### src/rtl/pipe_hazard_ctrl.sv
// pipe_hazard_ctrl: stall / forward / flush controller for a 5-stage
// (IF, ID, EX, MEM, WB) pipeline.
//  - Operand-forward selects for the ID stage (EX result beats MEM result).
//  - Load-use interlock: one bubble into ID/EX while PC and IF/ID hold.
//  - Data-memory wait FSM (RUN/MWAIT) that freezes the pipe, with a
//    MAX_WAIT timeout that raises a sticky mem_timeout flag.
//  - Saturating count of cycles in which the PC did not advance.
// Optional build macro: BRANCH_FLUSH_EN
//   defined   -> flush_if squashes the fetch behind a taken branch
//   undefined -> flush_if tied low (delay-slot semantics)
// Note: resetn is an active-HIGH synchronous reset despite its name.
module pipe_hazard_ctrl #(
    parameter int MAX_WAIT = 15,
    parameter int CW       = 16
) (
    input  logic          clock,
    input  logic          resetn,
    input  logic [4:0]    rs,
    input  logic [4:0]    rt,
    input  logic          use_rs,
    input  logic          use_rt,
    input  logic          ewreg,
    input  logic          em2reg,
    input  logic [4:0]    ern,
    input  logic          mwreg,
    input  logic          mm2reg,
    input  logic          mwmem,
    input  logic [4:0]    mrn,
    input  logic          branch_taken,
    input  logic          dmem_ready,
    output logic          pc_en,
    output logic          if_id_en,
    output logic          id_ex_en,
    output logic          id_ex_bubble,
    output logic          ex_mem_en,
    output logic          mem_wb_bubble,
    output logic          flush_if,
    output logic [1:0]    fwda,
    output logic [1:0]    fwdb,
    output logic          mem_timeout,
    output logic [CW-1:0] stall_cnt
);

    typedef enum logic {
        RUN   = 1'b0,
        MWAIT = 1'b1
    } state_t;

    localparam logic [7:0] MAX_W = 8'(MAX_WAIT);

    logic       rst;
    state_t     state, state_nxt;
    logic [7:0] wait_cnt, wait_cnt_nxt;
    logic       release_q, release_nxt;
    logic       tmo_set;
    logic       freeze;
    logic       lu;
    logic       memacc;

    assign rst = resetn;

    // Forward source for one ID operand; r0 is hard-wired zero and never forwarded.
    function automatic logic [1:0] fwd_sel(
        input logic [4:0] src,
        input logic       e_wreg,
        input logic       e_m2reg,
        input logic [4:0] e_rn,
        input logic       m_wreg,
        input logic       m_m2reg,
        input logic [4:0] m_rn
    );
        if (src == 5'd0)
            return 2'b00;
        else if (e_wreg && !e_m2reg && (e_rn == src))
            return 2'b01;
        else if (m_wreg && m_m2reg && (m_rn == src))
            return 2'b11;
        else if (m_wreg && (m_rn == src))
            return 2'b10;
        else
            return 2'b00;
    endfunction

    // Increment that sticks at the all-ones value instead of wrapping.
    function automatic logic [CW-1:0] sat_inc(input logic [CW-1:0] v);
        return (v == {CW{1'b1}}) ? v : v + CW'(1);
    endfunction

    assign memacc = mm2reg | mwmem;
    assign lu     = ewreg & em2reg & (ern != 5'd0) &
                    ((use_rs & (ern == rs)) | (use_rt & (ern == rt)));

    // Memory-wait FSM next state; release_q grants one free cycle after a timeout
    // so the stuck access is treated as complete and the pipe moves on.
    always_comb begin
        state_nxt    = state;
        wait_cnt_nxt = wait_cnt;
        release_nxt  = 1'b0;
        tmo_set      = 1'b0;
        freeze       = 1'b0;
        case (state)
            RUN: begin
                if (memacc && !dmem_ready && !release_q) begin
                    freeze       = 1'b1;
                    state_nxt    = MWAIT;
                    wait_cnt_nxt = 8'd1;
                end
            end
            MWAIT: begin
                freeze = !dmem_ready;
                if (dmem_ready) begin
                    state_nxt    = RUN;
                    wait_cnt_nxt = 8'd0;
                end else if (wait_cnt == MAX_W) begin
                    tmo_set      = 1'b1;
                    release_nxt  = 1'b1;
                    state_nxt    = RUN;
                    wait_cnt_nxt = 8'd0;
                end else begin
                    wait_cnt_nxt = wait_cnt + 8'd1;
                end
            end
            default: begin
                state_nxt    = RUN;
                wait_cnt_nxt = 8'd0;
            end
        endcase
    end

    // Pipeline-register controls: reset forces a free-running pipe, freeze beats load-use.
    always_comb begin
        pc_en         = 1'b1;
        if_id_en      = 1'b1;
        id_ex_en      = 1'b1;
        id_ex_bubble  = 1'b0;
        ex_mem_en     = 1'b1;
        mem_wb_bubble = 1'b0;
        flush_if      = 1'b0;
        fwda          = 2'b00;
        fwdb          = 2'b00;
        if (!rst) begin
            fwda = fwd_sel(rs, ewreg, em2reg, ern, mwreg, mm2reg, mrn);
            fwdb = fwd_sel(rt, ewreg, em2reg, ern, mwreg, mm2reg, mrn);
            if (freeze) begin
                pc_en         = 1'b0;
                if_id_en      = 1'b0;
                id_ex_en      = 1'b0;
                ex_mem_en     = 1'b0;
                mem_wb_bubble = 1'b1;
            end else if (lu) begin
                pc_en        = 1'b0;
                if_id_en     = 1'b0;
                id_ex_bubble = 1'b1;
            end
`ifdef BRANCH_FLUSH_EN
            flush_if = branch_taken & pc_en;
`endif
        end
    end

`ifndef BRANCH_FLUSH_EN
    logic unused_branch;
    assign unused_branch = branch_taken;
`endif

    // FSM state, wait counter, sticky timeout flag and stall counter.
    always_ff @(posedge clock) begin
        if (rst) begin
            state       <= RUN;
            wait_cnt    <= 8'd0;
            release_q   <= 1'b0;
            mem_timeout <= 1'b0;
            stall_cnt   <= '0;
        end else begin
            state     <= state_nxt;
            wait_cnt  <= wait_cnt_nxt;
            release_q <= release_nxt;
            if (tmo_set)
                mem_timeout <= 1'b1;
            if (!pc_en)
                stall_cnt <= sat_inc(stall_cnt);
        end
    end

endmodule

### config.mk
export PLATFORM = sky130hd
export DESIGN_NAME = pipe_hazard_ctrl
export DESIGN_NICKNAME = d
export VERILOG_FILES = /design/src/rtl/pipe_hazard_ctrl.sv
export SDC_FILE = /design/constraint.sdc
export NUM_CORES = 1
export LEC_CHECK = 0
export ABC_CLOCK_PERIOD_IN_PS = 3900
export CORE_MARGIN = 5
export CORE_UTILIZATION = 40
export CTS_BUF_LIST = sky130_fd_sc_hd__clkbuf_4 sky130_fd_sc_hd__clkbuf_8
export DETAILED_ROUTE_END_ITERATION = 12
export DONT_BUFFER_PORTS = 1
export SETUP_SLACK_MARGIN = 0.2
export SKIP_LAST_GASP = 1
export SLEW_MARGIN = 20
export SYNTH_ARGS = -nofsm -noshare
export SYNTH_HDL_FRONTEND = slang
export SYNTH_SLANG_ARGS = --single-unit
### constraint.sdc
create_clock -name clock -period 3.9 [get_ports clock]
set_clock_uncertainty 0.1 [all_clocks]
set_input_delay 0.39 -clock clock [delete_from_list [all_inputs] [get_ports clock]]
set_output_delay 0.39 -clock clock [all_outputs]
set_load 0.01 [all_outputs]
==> impl_metrics.yaml, run 1 <==
drt:
  wl_per_cell_um: 15.5
  first_pass_iters: 4
  drtIter0Drc: 61
  antenna_left: 0
  vias_per_cell: 5.69
  vias: 1548
  drc: 0
  drt-total-wl_um: 4200
floorplan:
  rows: 24
  coreArea_sq_um: 4350
  die_width_um: 77.1
  pin_count: 59
  die_h_um: 77.1
  die_area_sq_um: 5940
  start_util_pct: 41.4
synthesis:
  synth_area_leaders: "dfxtp_1 30%, xor2_1 6.8%, nor2_1 5.8%"
  yosys.area.top_type: "dfxtp_1"
  synth.top_cell.area_share_pct: 30.0
  ys.flop_type: "dfxtp_1"
  ys_async_sr_fraction_pct: 0
  syn_avg_cell_area_sq_um: 8.11
  ys.warnings.count: 0
  synth_nets: 255
  synth_edf_count: 0
  synthesis.area_sq_um: 1800
  yosysUniqueCellTypes: 56
  syn_inst: 222
  ys_ff_latch: 27
  yosysSeqAreaShare_pct: 30.0
timing:
  timing.setup.tns_ns: 0
  drv_slew: 0
  hold_viol: 0
  grt_setup_unrepaired: "false"
  fin_crit_ns: 2.40
  finalSetupViolCount: 0
  period_share_pct: 61.5
  timing.fmax_mhz: 417
worst_setup_path:
  start_kind: "flop"
  crit_type: "flop to flop"
  arrival_ns: 2.48
  crit_path_end: "stall_cnt[13]"
  cp_num_buf_inv: 1
  worstReg2RegEnd: "stall_cnt[13]"
  cp_slowest_cell: "nor4b_1"
  reg2regPathDepth: 7
  worstPathRequired_ns: 3.98
  r2r-start: "release_q"
  crit_fanout: 9
  path_depth: 7
  startpoint: "release_q"
  critical-path-top-delay-family: "simple AND/OR/NAND/NOR gates"
  cp-end-kind: "flop"
  max_stage_delay_ns: 0.41
  r2r_setup_slack_ns: 1.50
  crit_chain: "o21bai_1 > a21oi_2 > nand2_1 > inv_1 > a21oi_4 > nor4b_1 > mux2_2"
grt:
  track_usage_pct: 14.3
  overflow: 0
  grt_max_degree: 27
  antenna_found_initial: 0
  grt_pass1_wl_um: 7090
  grt_pass1_vias: 1463
cts:
  hold_buffers: 0
  clk_transition_reported_paths_ns: 0.10
  htreeDepth: 1
  cts_root_buffer: "clkbuf_8"
  clock_latency_ns: 0.28
  cts-buffers-inserted: 3
  post_cts_buffers: 0
  ctsLongestPathBuffers: 2
  cts.sinks: 27
  cts_tree: "done"
  ctsResizeCount: 0
power:
  power_density_nw_per_um2: 272
  p_leak_nw: 0.643
  fin_total_pwr_uw: 512
  vdd_drop_max_v: 0.000257
final_layout:
  area_growth_pct: 4.45
  fillers: 443
  final_area_sq_um: 1880
  drive_above_1_share_pct: 9.55
  diodes: 0
  nets: 254
placed_design:
  placed_area_sq_um: 1830
  hpwl_um: 3320
  routabilityCongestion: 0.787
  port_buffers: 0
outcome:
  status: "completed"
worst_hold_path:
  min_path_type: "primary input to flop"
flow_run:
  cap_violations: 0
state kept, by name, summed over array words and instances (netlist names):
name and flops:
state 1, wait_cnt 8, release_q 1, mem_timeout 1, stall_cnt 16
metal layers:
metal / track usage, % / wire (um) / vias to the layer above
met5: 0 / 0 / -
met4: 2.06 / 19 / 0
met3: 5.62 / 339 / 4
met2: 24.8 / 2080 / 50
met1: 17.1 / 1770 / 700
li1: - / - / 794
report_power, final:
group / internal, mW / switching [mW] / leakage (nW)
registers: 0.279 / 0.00493 / 0.218
clock network: 0.0726 / 0.0922 / 0.0217
logic: 0.0279 / 0.0355 / 0.403
cells by family (layout without fill, tap and decap cells):
group           count (synthesis)  count (layout)  synth area share, %
other cells                     1               1                0.208
fa+ha+maj                       2               2                 1.39
simple gates                  109             109                 31.8
buf+inv                        11               9                 2.92
xor+xnor                       26              26                 12.6
flops                          27              27                 30.0
mux                             8               8                 4.73
compound gates                 38              38                 16.3
how the worst min path moves through the flow:
stage	from	to	cells past startpoint
global route	resetn	stall_cnt[10]	1
floorplan	wait_cnt[6]	wait_cnt[6]	2
global placement	resetn	stall_cnt[10]	1
detailed placement	resetn	stall_cnt[7]	1
finish	resetn	stall_cnt[10]	1
CTS	resetn	stall_cnt[7]	1
Yosys cell counts (5+ instances only):
master	instances
o21ai_0	5
inv_1	5
nand2_1	24
a21oi_1	10
nand3_1	7
xnor2_1	12
dfxtp_1	27
nor2_1	28
and3_1	6
nand4_1	9
nor3_1	8
xor2_1	14
metrics by stage:
step	hold slack (ns)	cells	util, %	setup slack (ns)
3_3_place_gp	0.364	268	42.1	1.48
6_report	0.0667	272	43.2	1.50
5_1_grt	0.0462	272	43.2	1.35
2_1_floorplan	0.371	222	-	1.78
3_5_place_dp	0.367	268	42.1	1.45
4_1_cts	0.0556	272	43.2	1.46
layout make-up:
class                           count  area, sq um  area share [%]
Clock buffer                        3         41.3            2.20
Clock inverter                      1         7.51           0.399
Inverter                            5         18.8           0.998
Multi-Input combinational cell    184         1210            64.2
Sequential cell                    27          541            28.7
Tap cell                           52         65.1            3.46
cell usage in the layout (no fill, tap or decap), types with 3 or more instances in the layout:
master and count:
nor2_1 28, dfxtp_1 27, nand2_1 24, xor2_1 14
xnor2_1 12, a21oi_1 10, nand4_1 9, nor3_1 8
nand3_1 7, and3_1 6, inv_1 5, o21ai_0 5
or3_1 4, mux2_2 4, mux2i_1 4, a32oi_1 3
nor2b_1 3, clkbuf_8 3
No activity file was read; power rests on OpenSTA's default activity.
==> inputs of run 2 (changes only) <==
--- a/config.mk
+++ b/config.mk
@@ -5,7 +5,7 @@
 export SDC_FILE = /design/constraint.sdc
 export NUM_CORES = 1
 export LEC_CHECK = 0
-export ABC_CLOCK_PERIOD_IN_PS = 3900
+export ABC_CLOCK_PERIOD_IN_PS = 2130
 export CORE_MARGIN = 5
 export CORE_UTILIZATION = 40
 export CTS_BUF_LIST = sky130_fd_sc_hd__clkbuf_4 sky130_fd_sc_hd__clkbuf_8
==> constraint.sdc (replaced) <==
create_clock -name clock -period 2.13 [get_ports clock]
set_clock_uncertainty 0.1 [all_clocks]
set_input_delay 0.213 -clock clock [delete_from_list [all_inputs] [get_ports clock]]
set_output_delay 0.213 -clock clock [all_outputs]
set_load 0.01 [all_outputs]
==> run 2 against run 1 <==
Effect of this change: register-to-register slack worse by 1.3 ns; power up 85%; critical path type unchanged; wire length is 6.8% higher; utilization grew 7.2 points; hold slack worse by 0.17 ns; maximum frequency is 21% higher; critical path depth is 1 lower; count of clock-buffer cells in the layout unchanged; first-iteration DRC count is the same; sequential power increased by 83%; the run now ends with negative hold slack left.
==> impl_metrics.yaml, run 2 (same netlist as run 1, synthesis figures left out) <==
worst_setup_path:
  cp-end-kind: "flop"
  worstPathRequired_ns: 2.20
  cp_num_buf_inv: 0
  start_kind: "flop"
  crit_chain: "nand4_1 > or4_4 > and3_4 > a32oi_4 > xor2_1 > nor2_1"
  crit_type: "flop to flop"
  cp_slowest_cell: "or4_4"
  crit_fanout: 4
  critical-path-top-delay-family: "simple AND/OR/NAND/NOR gates"
  arrival_ns: 2.05
  max_stage_delay_ns: 0.63
final_layout:
  area_growth_pct: 21.8
  final_area_sq_um: 2190
  top_regs: "stall_cnt: 16 flops, wait_cnt: 8 flops"
  regMostFlops: "stall_cnt"
  largest_reg_flops: 16
  drive_above_1_share_pct: 27.1
  stdcell_count: 299
  nets: 281
  fin_util_pct: 50.3
  final_common_cell: "nor2_1"
  diodes: 0
  fillers: 422
  layout_common_cells: "28 x nor2_1, 23 x buf_4, 22 x nand2_1, 16 x dfxtp_1, 14 x xor2_1"
timing:
  fin_crit_ns: 1.97
  worst_slack_ns: 0.156
  timing.setup.tns_ns: 0
  finalSetupViolCount: 0
  timing.hold.ws_ns: -0.105
  timing.fmax_mhz: 506
  drv_slew: 0
  period_share_pct: 92.7
  grt_setup_unrepaired: "true"
  hold_viol: 10
cts:
  ctsLongestPathBuffers: 2
  cts_tree: "done"
  clk_transition_reported_paths_ns: 0.09
  cts_root_buffer: "clkbuf_8"
  cts.sinks: 27
  htreeDepth: 1
  hold_buffers: 4
  cts-buffers-inserted: 3
  clock_latency_ns: 0.27
drt:
  wl_per_cell_um: 15.0
  drtIter0Drc: 61
  drt-total-wl_um: 4490
  vias_per_cell: 5.47
  antenna_left: 0
  drc: 0
  vias: 1636
  first_pass_iters: 4
grt:
  grt_pass1_vias: 1577
  antenna_found_initial: 0
  grt_pass1_wl_um: 7580
  overflow: 0
  track_usage_pct: 15.0
  grt_max_degree: 27
floorplan:
  coreArea_sq_um: 4350
  pin_count: 59
  die_h_um: 77.1
  die_area_sq_um: 5940
  start_util_pct: 41.4
  die_width_um: 77.1
  rows: 24
worst_hold_path:
  min_path_type: "primary input to flop"
placed_design:
  pre_cts_slack_ns: 0.126
  placedCellCount: 289
  routabilityCongestion: 0.852
  placed_area_sq_um: 2020
  port_buffers: 0
  hpwl_um: 3530
power:
  p_leak_nw: 0.793
  vdd_drop_max_v: 0.000263
  power_density_nw_per_um2: 431
  fin_total_pwr_uw: 946
outcome:
  violations: "negative hold slack"
  status: "complete, but fails checks"
flow_run:
  cap_violations: 0
-- run 2: worst paths after layout --
check                                   start      endpoint  slack (ns)  cells past startpoint
worst max-delay path            stall_cnt[15]  stall_cnt[2]        0.16                      6
worst min register to register    wait_cnt[6]   wait_cnt[6]        0.41                      2
worst max register to register  stall_cnt[15]  stall_cnt[2]        0.16                      6
worst min-delay path                   resetn  stall_cnt[0]       -0.11                      1
-- run 2: repair_timing --
action / CTS / global route
buffers inserted: 1 / 1
endpoints found under the hold margin: 14 / 10
resized for setup: 2 / 16
pin swaps: 4 / 3
setup endpoints to repair: 4 / 12
-- run 2: power by group --
group	internal [mW]	switching (mW)
logic	0.0639	0.0701
registers	0.510	0.0104
clock network	0.131	0.160
total	0.705	0.240
-- run 2: layout make-up --
class	instances	area [sq um]	area share, %
clock buffer	3	41.3	1.88
tap	52	65.1	2.97
clock inverter	1	5.00	0.228
timing repair buffer	27	213	9.70
sequential	27	559	25.5
inverter	5	21.3	0.970
multi-input combinational	184	1290	58.7
-- run 2: metal layers --
metal  share of wire [%]  global-route usage, %
met1                  44                   18.4
met4                0.18                   2.23
met5                   0                      0
met2                  49                   25.5
met3                 6.7                   5.50
